File: src/rtl/ahb_multi_nametable_ctrl.sv
// AHB-Lite slave for the multi-layer nametable RAMs. It also holds the per-layer scroll registers
// and runs a hardware block-fill engine that owns the shared RAM port while busy.
module ahb_multi_nametable_ctrl #(
    parameter int LAYERS = 2,
    parameter int RAM_AW = 9
) (
    input  logic                  HCLK,
    input  logic                  HRESETn,
    input  logic                  HSEL,
    input  logic [31:0]           HADDR,
    input  logic [1:0]            HTRANS,
    input  logic [2:0]            HSIZE,
    input  logic                  HWRITE,
    input  logic [31:0]           HWDATA,
    input  logic                  HREADY,
    output logic                  HREADYOUT,
    output logic [31:0]           HRDATA,
    output logic [1:0]            HRESP,
    output logic [RAM_AW-1:0]     BRAM_ADDR,
    output logic [4*LAYERS-1:0]   BRAM_WE,
    output logic [31:0]           BRAM_WDATA,
    input  logic [32*LAYERS-1:0]  BRAM_RDATA,
    output logic [LAYERS-1:0]     scrollEn,
    output logic [LAYERS-1:0]     scrollPause,
    output logic [8*LAYERS-1:0]   scrollCntMax,
    output logic                  fill_done_irq
);

    // state | meaning
    // IDLE  | RAM port free for AHB traffic
    // FILL  | engine writes one word per cycle, AHB RAM data phases stalled
    typedef enum logic {IDLE, FILL} state_t;

    localparam logic [RAM_AW-1:0] OFF_START = RAM_AW'(8);
    localparam logic [RAM_AW-1:0] OFF_COUNT = RAM_AW'(9);
    localparam logic [RAM_AW-1:0] OFF_DATA  = RAM_AW'(10);
    localparam logic [RAM_AW-1:0] OFF_LAYER = RAM_AW'(11);
    localparam logic [RAM_AW-1:0] OFF_CTRL  = RAM_AW'(12);

    function automatic logic [3:0] byte_strb(input logic [1:0] off, input logic [1:0] size);
        case (size)
            2'd0:    return 4'b0001 << off;
            2'd1:    return (off == 2'd0) ? 4'h3 : ((off == 2'd2) ? 4'hC : 4'h0);
            2'd2:    return (off == 2'd0) ? 4'hF : 4'h0;
            default: return 4'h0;
        endcase
    endfunction

    state_t              state_q, state_d;
    logic                dp_valid, dp_reg, dp_write, rd_issued;
    logic [1:0]          dp_layer;
    logic [RAM_AW-1:0]   dp_word;
    logic [3:0]          dp_strb;
    logic [RAM_AW-1:0]   fill_start, f_addr;
    logic [RAM_AW:0]     fill_count, f_remain;
    logic [31:0]         fill_data, f_data;
    logic [1:0]          fill_layer, f_layer;
    logic                done;

    logic valid, ap_reg, busy, dp_ram, wr_commit, rd_pend, rd_ok, rd_reissue, ap_issue;
    logic reg_wr, reg_rd, go, clr_done, fill_load, fill_finish;
    logic [1:0]        ap_layer;
    logic [RAM_AW-1:0] ap_word;

    wire unused_bits = &{1'b0, HADDR[31:RAM_AW+5], HSIZE[2], HTRANS[0]};

    assign valid    = HSEL & HTRANS[1] & HREADY;
    assign ap_reg   = HADDR[RAM_AW+4];
    assign ap_layer = HADDR[RAM_AW+3:RAM_AW+2];
    assign ap_word  = HADDR[RAM_AW+1:2];

    assign busy       = (state_q == FILL);
    assign dp_ram     = dp_valid & ~dp_reg;
    assign wr_commit  = dp_ram & dp_write & ~busy;
    assign rd_pend    = dp_ram & ~dp_write;
    assign rd_ok      = rd_pend & rd_issued & ~busy;
    assign rd_reissue = rd_pend & ~rd_issued & ~busy;
    // A read address can only go out when neither the fill nor a committing write owns the port.
    assign ap_issue   = valid & ~ap_reg & ~HWRITE & ~busy & ~wr_commit;

    assign reg_wr   = dp_valid & dp_reg & dp_write;
    assign reg_rd   = dp_valid & dp_reg & ~dp_write;
    assign go       = reg_wr & (dp_word == OFF_CTRL) & HWDATA[0];
    assign clr_done = reg_wr & (dp_word == OFF_CTRL) & HWDATA[1];

    assign HREADYOUT = ~((dp_ram & dp_write & busy) | (rd_pend & ~rd_ok));
    assign HRESP     = 2'b00;

    always_ff @(posedge HCLK or negedge HRESETn) begin
        if (!HRESETn) begin
            dp_valid  <= 1'b0;
            dp_reg    <= 1'b0;
            dp_write  <= 1'b0;
            dp_layer  <= '0;
            dp_word   <= '0;
            dp_strb   <= '0;
            rd_issued <= 1'b0;
        end else if (HREADY) begin
            dp_valid  <= valid;
            dp_reg    <= ap_reg;
            dp_write  <= HWRITE;
            dp_layer  <= ap_layer;
            dp_word   <= ap_word;
            dp_strb   <= byte_strb(HADDR[1:0], HSIZE[1:0]);
            rd_issued <= ap_issue;
        end else if (rd_reissue) begin
            rd_issued <= 1'b1;
        end else if (busy) begin
            rd_issued <= 1'b0;
        end
    end

    always_comb begin
        BRAM_ADDR  = ap_word;
        BRAM_WE    = '0;
        BRAM_WDATA = HWDATA;
        if (busy) begin
            BRAM_ADDR  = f_addr;
            BRAM_WDATA = f_data;
            for (int l = 0; l < LAYERS; l++)
                if (f_layer == 2'(l)) BRAM_WE[4*l +: 4] = 4'hF;
        end else if (wr_commit || rd_reissue) begin
            BRAM_ADDR = dp_word;
            if (wr_commit)
                for (int l = 0; l < LAYERS; l++)
                    if (dp_layer == 2'(l)) BRAM_WE[4*l +: 4] = dp_strb;
        end
    end

    always_comb begin
        HRDATA = '0;
        if (rd_ok) begin
            for (int l = 0; l < LAYERS; l++)
                if (dp_layer == 2'(l)) HRDATA = BRAM_RDATA[32*l +: 32];
        end else if (reg_rd) begin
            for (int l = 0; l < LAYERS; l++)
                if (dp_word == RAM_AW'(l))
                    HRDATA = {16'b0, scrollCntMax[8*l +: 8], 6'b0, scrollPause[l], scrollEn[l]};
            case (dp_word)
                OFF_START: HRDATA = 32'(fill_start);
                OFF_COUNT: HRDATA = 32'(fill_count);
                OFF_DATA:  HRDATA = fill_data;
                OFF_LAYER: HRDATA = {30'b0, fill_layer};
                OFF_CTRL:  HRDATA = {30'b0, done, busy};
                default:   ;
            endcase
        end
    end

    always_ff @(posedge HCLK or negedge HRESETn) begin
        if (!HRESETn) begin
            scrollEn     <= '0;
            scrollPause  <= '0;
            scrollCntMax <= '0;
            fill_start   <= '0;
            fill_count   <= '0;
            fill_data    <= '0;
            fill_layer   <= '0;
        end else if (reg_wr) begin
            for (int l = 0; l < LAYERS; l++)
                if (dp_word == RAM_AW'(l)) begin
                    scrollEn[l]           <= HWDATA[0];
                    scrollPause[l]        <= HWDATA[1];
                    scrollCntMax[8*l +: 8] <= HWDATA[15:8];
                end
            case (dp_word)
                OFF_START: fill_start <= HWDATA[RAM_AW-1:0];
                OFF_COUNT: fill_count <= HWDATA[RAM_AW:0];
                OFF_DATA:  fill_data  <= HWDATA;
                OFF_LAYER: fill_layer <= HWDATA[1:0];
                default:   ;
            endcase
        end
    end

    always_comb begin
        state_d     = state_q;
        fill_load   = 1'b0;
        fill_finish = 1'b0;
        case (state_q)
            IDLE: if (go) begin
                if (fill_count != '0) begin
                    state_d   = FILL;
                    fill_load = 1'b1;
                end else begin
                    fill_finish = 1'b1;
                end
            end
            FILL: if (f_remain == (RAM_AW+1)'(1)) begin
                state_d     = IDLE;
                fill_finish = 1'b1;
            end
            default: state_d = IDLE;
        endcase
    end

    always_ff @(posedge HCLK or negedge HRESETn) begin
        if (!HRESETn) state_q <= IDLE;
        else          state_q <= state_d;
    end

    // Fill parameters are snapshotted at go so register writes mid-fill cannot disturb it.
    always_ff @(posedge HCLK or negedge HRESETn) begin
        if (!HRESETn) begin
            f_addr        <= '0;
            f_remain      <= '0;
            f_data        <= '0;
            f_layer       <= '0;
            done          <= 1'b0;
            fill_done_irq <= 1'b0;
        end else begin
            fill_done_irq <= fill_finish;
            if (fill_load) begin
                f_addr   <= fill_start;
                f_remain <= fill_count;
                f_data   <= fill_data;
                f_layer  <= fill_layer;
            end else if (busy) begin
                f_addr   <= f_addr + 1'b1;
                f_remain <= f_remain - 1'b1;
            end
            if (fill_finish)   done <= 1'b1;
            else if (clr_done) done <= 1'b0;
        end
    end

endmodule

File: config.mk
export PLATFORM = sky130hd
export DESIGN_NAME = ahb_multi_nametable_ctrl
export DESIGN_NICKNAME = d
export VERILOG_FILES = /design/src/rtl/ahb_multi_nametable_ctrl.sv
export SDC_FILE = /design/constraint.sdc
export NUM_CORES = 1
export LEC_CHECK = 0
export CORE_ASPECT_RATIO = 1.5
export CORE_MARGIN = 2
export CORE_UTILIZATION = 48
export DETAILED_ROUTE_END_ITERATION = 10
export PLACE_DENSITY = 0.82
export RECOVER_POWER = 25
export SETUP_SLACK_MARGIN = 0.2
export SLEW_MARGIN = 30
export SYNTH_ARGS = -nofsm -noshare
export SYNTH_HDL_FRONTEND = slang
export SYNTH_SLANG_ARGS = --single-unit
File: constraint.sdc
create_clock -name HCLK -period 2.9 [get_ports HCLK]
set_input_delay 0.29 -clock HCLK [delete_from_list [all_inputs] [get_ports HCLK]]
set_output_delay 0.29 -clock HCLK [all_outputs]
set_load 0.02 [all_outputs]
==> flow_summary.json <==
{
  "r2r_end": "fill_data[14]$_DFFE_PN0P_",
  "rows": 57,
  "synth.top_cell.area_share_pct": 46.3,
  "port-buffer-count": 220,
  "cts_htree_levels": 4,
  "post-place-ws_ps": -57.5,
  "rr_worst_depth": 7,
  "final_area_sq_um": 11400,
  "regToRegSetupSlack_ps": 300,
  "first_global_vias": 7348,
  "placed_cell_area_sq_um": 10600,
  "syn2layout_area_growth_pct": 43.0,
  "whs_path_depth": 2,
  "max_stage_delay_ps": 570,
  "finalHoldViolCount": 0,
  "worstHoldEndpoint": "f_data[4]$_DFFE_PN0P_",
  "ys_seq_elements": 148,
  "grt_max_degree": 73,
  "wl_per_cell_um": 20.2,
  "path_buf_inv": 4,
  "worstMarginPinSlew_ps": 1840,
  "criticalPathCategory": "register to output pin",
  "groute.usage.overall_pct": 28.5,
  "r2r-start": "dp_word[5]$_DFFE_PN0P_",
  "place.gp.congestion": 0.898,
  "final_antenna_net_count": 0,
  "cts_made_buffers": 17,
  "slew_headroom_pct": -22.9,
  "ios": 243,
  "fmax_mhz": 353,
  "largest_registers": "f_data (32), fill_data (32), scrollCntMax (16)",
  "cts_tree": "built",
  "place_hpwl_mm": 17.5,
  "yosysSeqAreaShare_pct": 46.3,
  "syn_area_sq_um": 8010,
  "start_util_pct": 49.2,
  "die_area_sq_um": 17700,
  "postSynthCellCount": 778,
  "syn_avg_cell_area_sq_um": 10.3,
  "crit_family": "simple AND/OR/NAND/NOR gates",
  "crit_chain": "or4_4, buf_6, nor4_4, buf_4, and2_4, buf_6, a22oi_2, a21oi_2, buf_6",
  "yosys.area.top_type": "dfrtp_1",
  "die_x_um": 109,
  "regArea_sq_um": 3710,
  "yosysWarnings": 0,
  "violations": "max-capacitance violations, max-slew violations",
  "setup_viol": 0,
  "setup_tns_ps": 0,
  "antenna_found_initial": 0,
  "grt_pass1_wl_mm": 39.0,
  "cpMostUsedCell": "buf_6",
  "hold_class": "register to register",
  "worst_slack_ps": 68.8,
  "startpoint_type": "register",
  "die_h_um": 162,
  "async_flop_share_pct": 100,
  "avgViaCountPerCell": 5.74,
  "whs_ps": 463,
  "cts-root-buf": "clkbuf_16",
  "skew_ps": 9.03,
  "rsz0062_at_grt": "yes",
  "synth_top_cells_by_area": "dfrtp_1 46%, mux2_2 17%, mux2i_1 7.3%",
  "routed_wl_mm": 25.1,
  "fin_crit_ps": 2830,
  "cp_max_fo": 6,
  "p_leak_nw": 5.45,
  "cts.sinks": 148,
  "vias": 7129,
  "worst_skew_pair.late_latency_ps": 420,
  "cp-end-kind": "output pin",
  "yosysUniqueCellTypes": 63,
  "grt_overflow": 0,
  "clkTransAtPathRegs_ps": 60,
  "fin_nets": 1164,
  "cp_data_arrival_time_ps": 2540,
  "irDropWorstVdd_uv": 316,
  "synth-main-ff-cell": "dfrtp_1",
  "cp.required_ps": 2610,
  "dr.pass1.iters": 7,
  "drive_gt1_share_pct": 27.6,
  "power_mw": 5.07,
  "multi_input_area_sq_um": 4200,
  "final_max_slew_viol_count": 72,
  "fill_cells": 1141,
  "holdCritStartpoint": "f_data[4]$_DFFE_PN0P_",
  "p_per_area_nw_per_um2": 443,
  "antennaDiodeCount": 0,
  "synth_edf_count": 0,
  "core_area_sq_um": 16300,
  "drc": 0,
  "drv_cap": 1,
  "outcome": "complete, but fails checks",
  "cp_slowest_cell": "or4_4",
  "clockBufferDepth": 2,
  "post-route-period-util_pct": 97.6,
  "drt_iter0_drc": 432
}
==> synth_stat cells (all sizes together), types with 4 or more instances <==
library cell,instances
dfrtp,148
nand2,142
mux2,121
mux2i,58
o21ai,49
nor2,42
buf,28
a21oi,24
clkbuf,22
a211oi,13
inv,11
nor3,11
nor4,10
and3,9
nand2b,9
nand3,7
a22oi,6
a21o,5
a31oi,4
nand4,4
o22ai,4
o31ai,4
o32ai,4
==> logic make-up after synthesis <==
kind of cell | count (synthesis) | share of synthesized area, %
and+or+nand+nor | 256 | 15.2
other | 1 | 0.0468
xor gates and xnor gates | 4 | 0.438
adders and majority gates | 3 | 0.469
DFF | 148 | 46.3
AOI/OAI and AO/OA | 126 | 9.72
muxes | 179 | 24.3
buffers and inverters | 61 | 3.56
==> worst register-to-register path, delay by kind of cell, from the launching register on <==
| kind | cells | cell delay (ps) |
|---|---|---|
| buffers and inverters | 4 | 880 |
| flip-flops | 1 | 380 |
| multiplexers | 1 | 410 |
| AND/OR/NAND/NOR | 2 | 830 |
==> layer usage <==
metal | up-vias | GRT usage [%] | share of wire (%)
met4 | 0 | 12.1 | 4.2
li1 | 3262 | - | -
met3 | 84 | 7.10 | 7.3
met1 | 3437 | 33.7 | 36
met5 | - | 0 | 0
met2 | 346 | 48.8 | 52
==> metrics by stage <==
stage,utilization (%),instances
floorplan,-,779
global placement,65.0,1198
detailed placement,65.0,1198
CTS,69.1,1235
global route,70.4,1242
finish,70.4,1242
==> placed cells by master, fill, tap and decap left out, types with 9 or more instances in the layout <==
master | netlist | routed
inv_1 | 11 | 11
nor2_1 | 41 | 37
a211oi_1 | 12 | 9
dlymetal6s2s_1 | 0 | 14
a21oi_1 | 24 | 21
nor3_1 | 10 | 9
dfrtp_1 | 148 | 146
o21ai_0 | 49 | 39
nand2b_1 | 9 | 9
clkbuf_16 | 0 | 17
mux2i_1 | 58 | 58
buf_2 | 12 | 13
buf_4 | 7 | 54
nand2_1 | 140 | 137
mux2_2 | 120 | 120
buf_6 | 2 | 12
and3_1 | 9 | 9
clkdlybuf4s50_1 | 0 | 169
==> repair_timing <==
item                       in CTS  in global routing
setup buffers                   4                  7
hold buffers                    1                  0
setup endpoints to repair      62                 92
hold endpoints to repair       69                  0
cloned                          0                  0
gates resized for setup       206                 58
pin swaps                       9                 14
==> cell type report <==
class / instances / area share (%)
clock buffers: 19 / 3.96
clock inverters: 13 / 1.49
inverters: 11 / 0.361
multi-input cells: 570 / 36.7
flip-flops and latches: 148 / 32.4
well taps: 206 / 2.25
repair buffers: 275 / 22.8
==> where the power goes <==
part           switching, mW  internal [mW]
Clock                  0.907           1.41
Combinational          0.259          0.308
Sequential            0.0673           2.12
==> worst max path at each step <==
| stage | startpoint | endpoint | slack (ps) | depth (start not counted) |
|---|---|---|---|---|
| global placement | dp_word[7]$_DFFE_PN0P_ | HRDATA[4] | -20 | 5 |
| global route | dp_word[5]$_DFFE_PN0P_ | HRDATA[11] | -30 | 9 |
| finish | dp_word[5]$_DFFE_PN0P_ | HRDATA[14] | 70 | 9 |
| CTS | dp_word[5]$_DFFE_PN0P_ | HRDATA[2] | 110 | 5 |
| floorplan | dp_word[7]$_DFFE_PN0P_ | HRDATA[2] | 230 | 6 |
| detailed placement | dp_word[7]$_DFFE_PN0P_ | HRDATA[12] | -60 | 8 |
Power figures use the tool's default switching activity.
